`config.mk`:
```
export PLATFORM = sky130hd
export DESIGN_NAME = b_elevator_ctrl
export DESIGN_NICKNAME = d
export VERILOG_FILES = /design/src/rtl/b_elevator_pkg.sv /design/src/rtl/elev_req_latch.sv /design/src/rtl/b_elevator_ctrl.sv
export SDC_FILE = /design/constraint.sdc
export NUM_CORES = 1
export LEC_CHECK = 0
export BUFFER_PORTS_ARGS = -buffer_cell sky130_fd_sc_hd__buf_2
export CAP_MARGIN = 5
export CORE_AREA = 2 2 39 41
export DETAILED_ROUTE_END_ITERATION = 7
export DIE_AREA = 0 0 41 43
export PLACE_DENSITY_LB_ADDON = 0.25
export SETUP_SLACK_MARGIN = 0.4
export SYNTH_ARGS = -nofsm -noshare
export SYNTH_HDL_FRONTEND = slang
export SYNTH_SLANG_ARGS = --single-unit
```
`constraint.sdc`:
```
create_clock -name clk -period 3.9 [get_ports clk]
set_input_delay 1.17 -clock clk [delete_from_list [all_inputs] [get_ports clk]]
set_output_delay 1.17 -clock clk [all_outputs]
set_load 0.005 [all_outputs]
```
`src/rtl/b_elevator_pkg.sv`:
```
// Shared types and constants for the two-floor elevator car controller.
// Ports: none (package only).
// Holds the one-hot car state encoding and the motor direction constants.
package b_elevator_pkg;

    // One-hot car state; any other pattern is treated as illegal and recovers to AT0.
    typedef enum logic [3:0] {
        AT0  = 4'b0001,
        UP   = 4'b0010,
        AT1  = 4'b0100,
        DOWN = 4'b1000
    } elev_state_t;

    localparam logic DIR_UP   = 1'b1;
    localparam logic DIR_DOWN = 1'b0;

endpackage

```
`src/rtl/elev_req_latch.sv`:
```
// Single pending-request flop: remembers a floor call until it is served.
// Latency: set visible 1 cycle after the sampling edge; clear wins over set.
// Ports: clk, rst (sync active-high), set_req, clr_req in; pend out (registered).
module elev_req_latch (
    input  logic clk,
    input  logic rst,
    input  logic set_req,
    input  logic clr_req,
    output logic pend
);

    logic pend_q;
    logic pend_d;

    // Clear has priority so a call for the floor being reached/parked at is dropped.
    always_comb begin
        pend_d = pend_q;
        if (clr_req) begin
            pend_d = 1'b0;
        end else if (set_req) begin
            pend_d = 1'b1;
        end
    end

    always_ff @(posedge clk) begin
        if (rst) begin
            pend_q <= 1'b0;
        end else begin
            pend_q <= pend_d;
        end
    end

    assign pend = pend_q;

endmodule

```
`src/rtl/b_elevator_ctrl.sv`:
```
// Two-floor elevator car controller: registered Moore FSM driving motor start/direction.
// Latency: request or target sensor sampled at edge n -> b_MS changes after edge n.
// Ports: clk, rst (sync active-high), P0/P1 hall calls, B0/B1 car buttons, S0/S1 level
// sensors in; b_MD (1 = up), b_MS (1 = running) out. Optional macro
// B_ELEVATOR_REQ_LATCH_EN adds pending-request flops so single-cycle calls are remembered.
module b_elevator_ctrl
    import b_elevator_pkg::*;
(
    input  logic clk,
    input  logic rst,
    input  logic P0,
    input  logic P1,
    input  logic B0,
    input  logic B1,
    input  logic S0,
    input  logic S1,
    output logic b_MD,
    output logic b_MS
);

    elev_state_t state_q;
    elev_state_t state_d;
    logic        req0;
    logic        req1;

`ifdef B_ELEVATOR_REQ_LATCH_EN
    logic pend0;
    logic pend1;

    // A pending call is served (and dropped) whenever the car will be parked at
    // that floor next cycle: this covers both arrival and a call while parked.
    elev_req_latch u_pend0 (
        .clk     (clk),
        .rst     (rst),
        .set_req (P0 | B0),
        .clr_req (state_d == AT0),
        .pend    (pend0)
    );

    elev_req_latch u_pend1 (
        .clk     (clk),
        .rst     (rst),
        .set_req (P1 | B1),
        .clr_req (state_d == AT1),
        .pend    (pend1)
    );

    assign req0 = P0 | B0 | pend0;
    assign req1 = P1 | B1 | pend1;
`else
    assign req0 = P0 | B0;
    assign req1 = P1 | B1;
`endif

    // Next state. Calls for the floor the car is parked at are ignored; a motion
    // state is left only on its own target sensor.
    always_comb begin
        state_d = state_q;
        case (state_q)
            AT0:     if (req1) state_d = UP;
            UP:      if (S1)   state_d = AT1;
            AT1:     if (req0) state_d = DOWN;
            DOWN:    if (S0)   state_d = AT0;
            default: state_d = AT0;
        endcase
    end

    always_ff @(posedge clk) begin
        if (rst) begin
            state_q <= AT0;
        end else begin
            state_q <= state_d;
        end
    end

    // Outputs depend on the state register only; direction holds while parked.
    always_comb begin
        b_MS = 1'b0;
        b_MD = DIR_DOWN;
        case (state_q)
            AT0:     begin b_MS = 1'b0; b_MD = DIR_DOWN; end
            UP:      begin b_MS = 1'b1; b_MD = DIR_UP;   end
            AT1:     begin b_MS = 1'b0; b_MD = DIR_UP;   end
            DOWN:    begin b_MS = 1'b1; b_MD = DIR_DOWN; end
            default: begin b_MS = 1'b0; b_MD = DIR_DOWN; end
        endcase
    end

endmodule

```
## After elaboration in Yosys (flattened, before gate mapping)

Index checks and enable logic that the tools add are counted.

- Input bits: 8
- Bits in registers: 4
- Word-level logic and storage cells: 21
- Output and inout bits: 2

- Equality and inequality tests: 8
- Muxes and demuxes: 7
- Bitwise logic cells: 2
- Reductions and logical operators: 3

Operator list:

| cell | number |
|---|---|
| $mux W4 | 4 |
| $pmux W4 S4 | 1 |
| $ne A2 B2 Y1 const B | 4 |
| $eq A4 B1 Y1 const B | 1 |
| $eq A4 B2 Y1 const B | 1 |
| $eq A4 B3 Y1 const B | 1 |
| $eq A4 B4 Y1 const B | 1 |
| $reduce_and A4 Y1 | 1 |
| $reduce_or A2 Y1 | 2 |
| $mux W1 | 2 |
| $or A1 B1 Y1 | 2 |

## Logic depth before layout (Yosys ltp)

- Depth after elaboration: 3
- Depth in mapped cells: 5
- Gate-level depth less buffers: 4

## Least setup slack after synthesis

Ideal clock, no wire load.

- Kind: input port to flip-flop
- Start: input S1
- End: register state_q[0]
- Slack: 1.847 ns
- Arrival time: 1.926 ns
- Buffers on the path: 0
- Library setup time: 0.127 ns
- Required time: 3.773 ns
- Stages on the path: 4
- Cells stage by stage: nor3b_1 o21ai_1 and3b_1 or3_1

- Word-level cells in the longest chain between the ends: 2

RTL lines:

| item | line | RTL |
|---|---|---|
| start: declaration | b_elevator_ctrl.sv:16 | `input logic S1,` |
| $ne A2 B2 Y1 (no line) | n/a |  |
| $reduce_and A4 Y1 (no line) | n/a |  |
| end signal: assignment | b_elevator_ctrl.sv:72 | `state_q <= state_d;` |
| end: declaration | b_elevator_ctrl.sv:21 | `elev_state_t state_q;` |

Every way passes these cells.
A chain may end at the register's enable or synchronous reset.

## Worst setup path after layout

- Start: register state_q[1]
- End: output b_MD

- Word-level cells in the longest chain between the ends: 3
- Elaborated cells between the ends (all ways): 4
- Those cells by class: eq/ne: 2; mux: 1; reduce/logical: 1

RTL lines:

| item | line | RTL |
|---|---|---|
| $eq A4 B2 Y1 or $eq A4 B3 Y1 (tied branches) | b_elevator_ctrl.sv:80 | `case (state_q)` |
| $reduce_or A2 Y1 (no line) * | n/a |  |
| $mux W1 * | b_elevator_ctrl.sv:80 |  |
| end: declaration | b_elevator_ctrl.sv:17 | `output logic b_MD,` |

Every way passes the cells marked *; elsewhere a longest branch is shown, timed or not.

==> qor.txt <==
RUN STATUS
-------------------------------------------------------------------------------------
Result of the run ......................................................    completed

PWR
-------------------------------------------------------------------------------------
Worst voltage drop across the vdd grid .................................    0.1387 mV
Leakage power summed over all cells ....................................    0.1262 nW
Power Dens Cells ....................................................... 429.2 mW/mm^2

CLOCK NETWORK
-------------------------------------------------------------------------------------
Sinks on the clock net .................................................            4
Gates resized, CTS repair ..............................................            0
Number of buffers inserted during clock tree synthesis .................            3
Clock Pin Slew Worst Setup and Hold Paths ..............................        30 ps
Hold_buf cts ...........................................................            0
Post-CTS setup repair buffer count .....................................            0
Clock tree from TritonCTS ..............................................         done
H-tree depth ...........................................................            1
Clock insertion delay at the later pin of the skew report ..............       230 ps
Buffer depth of the longest clock path .................................            2
Buffer type at the clock tree root ..................................... sky130_fd_sc_hd__clkbuf_4

GLOBAL ROUTE
-------------------------------------------------------------------------------------
Total track usage ......................................................      0.07932
Wire length of the first global-routing pass ...........................       917 um
Vias in the first global route .........................................          240
Largest net degree at the start of global routing ......................           10
Antenna violations before repair .......................................            0
Sum of overflow across all layers after global routing .................            0

CELLS AND AREA
-------------------------------------------------------------------------------------
Most frequent standard cell in the layout excluding fill and tap cells . sky130_fd_sc_hd__buf_2
Area growth, synth to finish ...........................................       30.81%
Biggest regs ...........................................................   state_q x4
Flip-flop count of the largest register, all copies and words added ....            4
Final-stage net count ..................................................           49
Register containing the most flip-flops in the final layout ............      state_q
Most frequent cells in the layout ...................................... 9 x sky130_fd_sc_hd__buf_2, 4 x sky130_fd_sc_hd__dfxtp_1, 3 x sky130_fd_sc_hd__nor2_1, 3 x sky130_fd_sc_hd__clkbuf_4
ANT cells ..............................................................            0
Fraction of layout instances using a drive strength above 1 ............       0.3846
Post-Route Utilization .................................................       0.2342

JOB
-------------------------------------------------------------------------------------
Max-capacitance violation count ........................................            0

CRITICAL PATH
-------------------------------------------------------------------------------------
Critical path data arrival time ........................................      1200 ps
Critical path fanouts, max .............................................            9
Critical Path End Type ................................................. primary output
Worst path required time ...............................................      2730 ps
Setup Crit Path Kind ................................................... flip-flop to primary output
Kind of launch point of the worst setup path ...........................    flip-flop

PLACED DESIGN
-------------------------------------------------------------------------------------
Detailed placer's ending HPWL ..........................................     414.8 um
Gpl congestion .........................................................       0.7304
IO Port Bufs ...........................................................            9

DETAILED ROUTING
-------------------------------------------------------------------------------------
Routed wire length .....................................................       519 um
Vias after detailed routing ............................................          233
Number of remaining DRC errors .........................................            0
Final antenna-violating net count ......................................            0
Iteration count of the initial detailed-routing pass ...................            2
Drt initial violations .................................................            2
Avg WL per Cell ........................................................     9.436 um
Via density per instance ...............................................        4.236

TIMING
-------------------------------------------------------------------------------------
Setup TNS ..............................................................         0 ps
Final count of hold timing violations ..................................            0
Tcrit/Tclk final .......................................................       0.6068
Setup repair after global routing missed its margin ....................           no
Headroom to the max-slew limit .........................................       0.7286
Period minus WS final ..................................................      2366 ps
Actual transition at the worst max-transition pin ......................     401.4 ps
Final Max Tran Viols ...................................................            0
Final setup vio count ..................................................            0
Fin Clk Skew ...........................................................     1.619 ps
Highest Clock Rate .....................................................    422.6 MHz

SYNTHESIS
-------------------------------------------------------------------------------------
Sequential share of the synthesized area ...............................       0.3232
Gate count of the mapped netlist .......................................           28
Post-synthesis instance area ...........................................   247.7 um^2
YS warnings ............................................................            0
Synth Area per Inst ....................................................   8.848 um^2
Number of different library cells in the post-synthesis netlist ........           20
Nets in the synthesized netlist ........................................           36
Flip-flop and latch count after synthesis ..............................            4

FLOORPLAN
-------------------------------------------------------------------------------------
Starting density of the core ...........................................       0.1790
Height of the die ......................................................        43 um
Std cell rows ..........................................................           14
Total Die Area ......................................................... 0.001763 mm^2
Die width ..............................................................        41 um
Io pins ................................................................           10
Area of the core ....................................................... 0.001384 mm^2

HOLD PATH
-------------------------------------------------------------------------------------
Path type of the worst min-delay path .................................. flip-flop to flip-flop

[metrics by stage]
stage          std cells  setup WS, ps  area [um^2]  power, mW  hold slack, ps
4_1_cts               55          1503        324.1     0.1432           656.2
3_3_place_gp          52          1685        301.5    0.09184           662.7
3_5_place_dp          52          1649        301.5    0.09198           649.0
6_report              55          1534        324.1     0.1391           642.5
2_1_floorplan         28          1847        247.7    0.08484           584.7
5_1_grt               55          1381        324.1     0.1531           698.1
[Yosys cell counts]
| library cell | count | area, um^2 |
|---|---|---|
| sky130_fd_sc_hd__a311oi_1 | 1 | 8.760 |
| sky130_fd_sc_hd__a21oi_1 | 2 | 10.01 |
| sky130_fd_sc_hd__nor2_1 | 3 | 11.26 |
| sky130_fd_sc_hd__nor3_1 | 2 | 10.01 |
| sky130_fd_sc_hd__nand4b_1 | 1 | 8.760 |
| sky130_fd_sc_hd__or2_2 | 1 | 6.260 |
| sky130_fd_sc_hd__or4b_4 | 1 | 13.76 |
| sky130_fd_sc_hd__dfxtp_1 | 4 | 80.08 |
| sky130_fd_sc_hd__nor3b_2 | 1 | 12.51 |
| sky130_fd_sc_hd__nand2_1 | 1 | 3.750 |
| sky130_fd_sc_hd__nor3b_1 | 1 | 7.510 |
| sky130_fd_sc_hd__buf_6 | 1 | 11.26 |
| sky130_fd_sc_hd__nor4b_1 | 1 | 8.760 |
| sky130_fd_sc_hd__a31oi_1 | 1 | 6.260 |
| sky130_fd_sc_hd__or3_1 | 1 | 6.260 |
| sky130_fd_sc_hd__o21ai_0 | 1 | 5.000 |
| sky130_fd_sc_hd__or2_1 | 1 | 6.260 |
| sky130_fd_sc_hd__and3b_1 | 1 | 8.760 |
| sky130_fd_sc_hd__xnor2_1 | 2 | 17.52 |
| sky130_fd_sc_hd__o21ai_1 | 1 | 5.000 |
[critical path: stages (launching register included)]
cell and delay (ps):
sky130_fd_sc_hd__dfxtp_1 510, sky130_fd_sc_hd__xnor2_1 110, sky130_fd_sc_hd__nor3_1 190, sky130_fd_sc_hd__buf_2 160
[path summary, 6_finish.rpt]
| kind | startpoint | to | slack [ps] | cells past startpoint |
|---|---|---|---|---|
| max | state_q[1] | b_MD | 1530 | 3 |
| min | state_q[1] | state_q[2] | 640 | 2 |
| max reg2reg | state_q[1] | state_q[0] | 2330 | 3 |
| min reg2reg | state_q[1] | state_q[2] | 640 | 2 |
[cell type report]
type	count	area, um^2
tap	16	20.02
clock buffer	3	22.52
fill	168	1060
sequential	4	80.08
timing repair buffer	9	45.04
multi-input combinational	23	156.4
[kinds of logic after synthesis]
logic type | Yosys count | synth area share
flip-flops | 4 | 0.3232
buffers and inverters | 1 | 0.04545
AO/OA/AOI/OAI | 6 | 0.1414
XOR/XNOR | 2 | 0.07072
AND/OR/NAND/NOR | 15 | 0.4192
[power by group]
group	internal (mW)	total [mW]	switching, mW
sequential	0.0467	0.0566	0.00991
clock	0.0342	0.0483	0.0141
combinational	0.0214	0.0342	0.0127
total	0.102	0.139	0.0368
[metal layers]
layer,routed length [um],global-route usage,vias to the layer above
li1,-,-,128
met1,253,0.09646,96
met2,221,0.1063,9
met3,44,0.06283,0
met4,0,0.02000,0
met5,0,0,-
(Power assumes the default switching activity.)
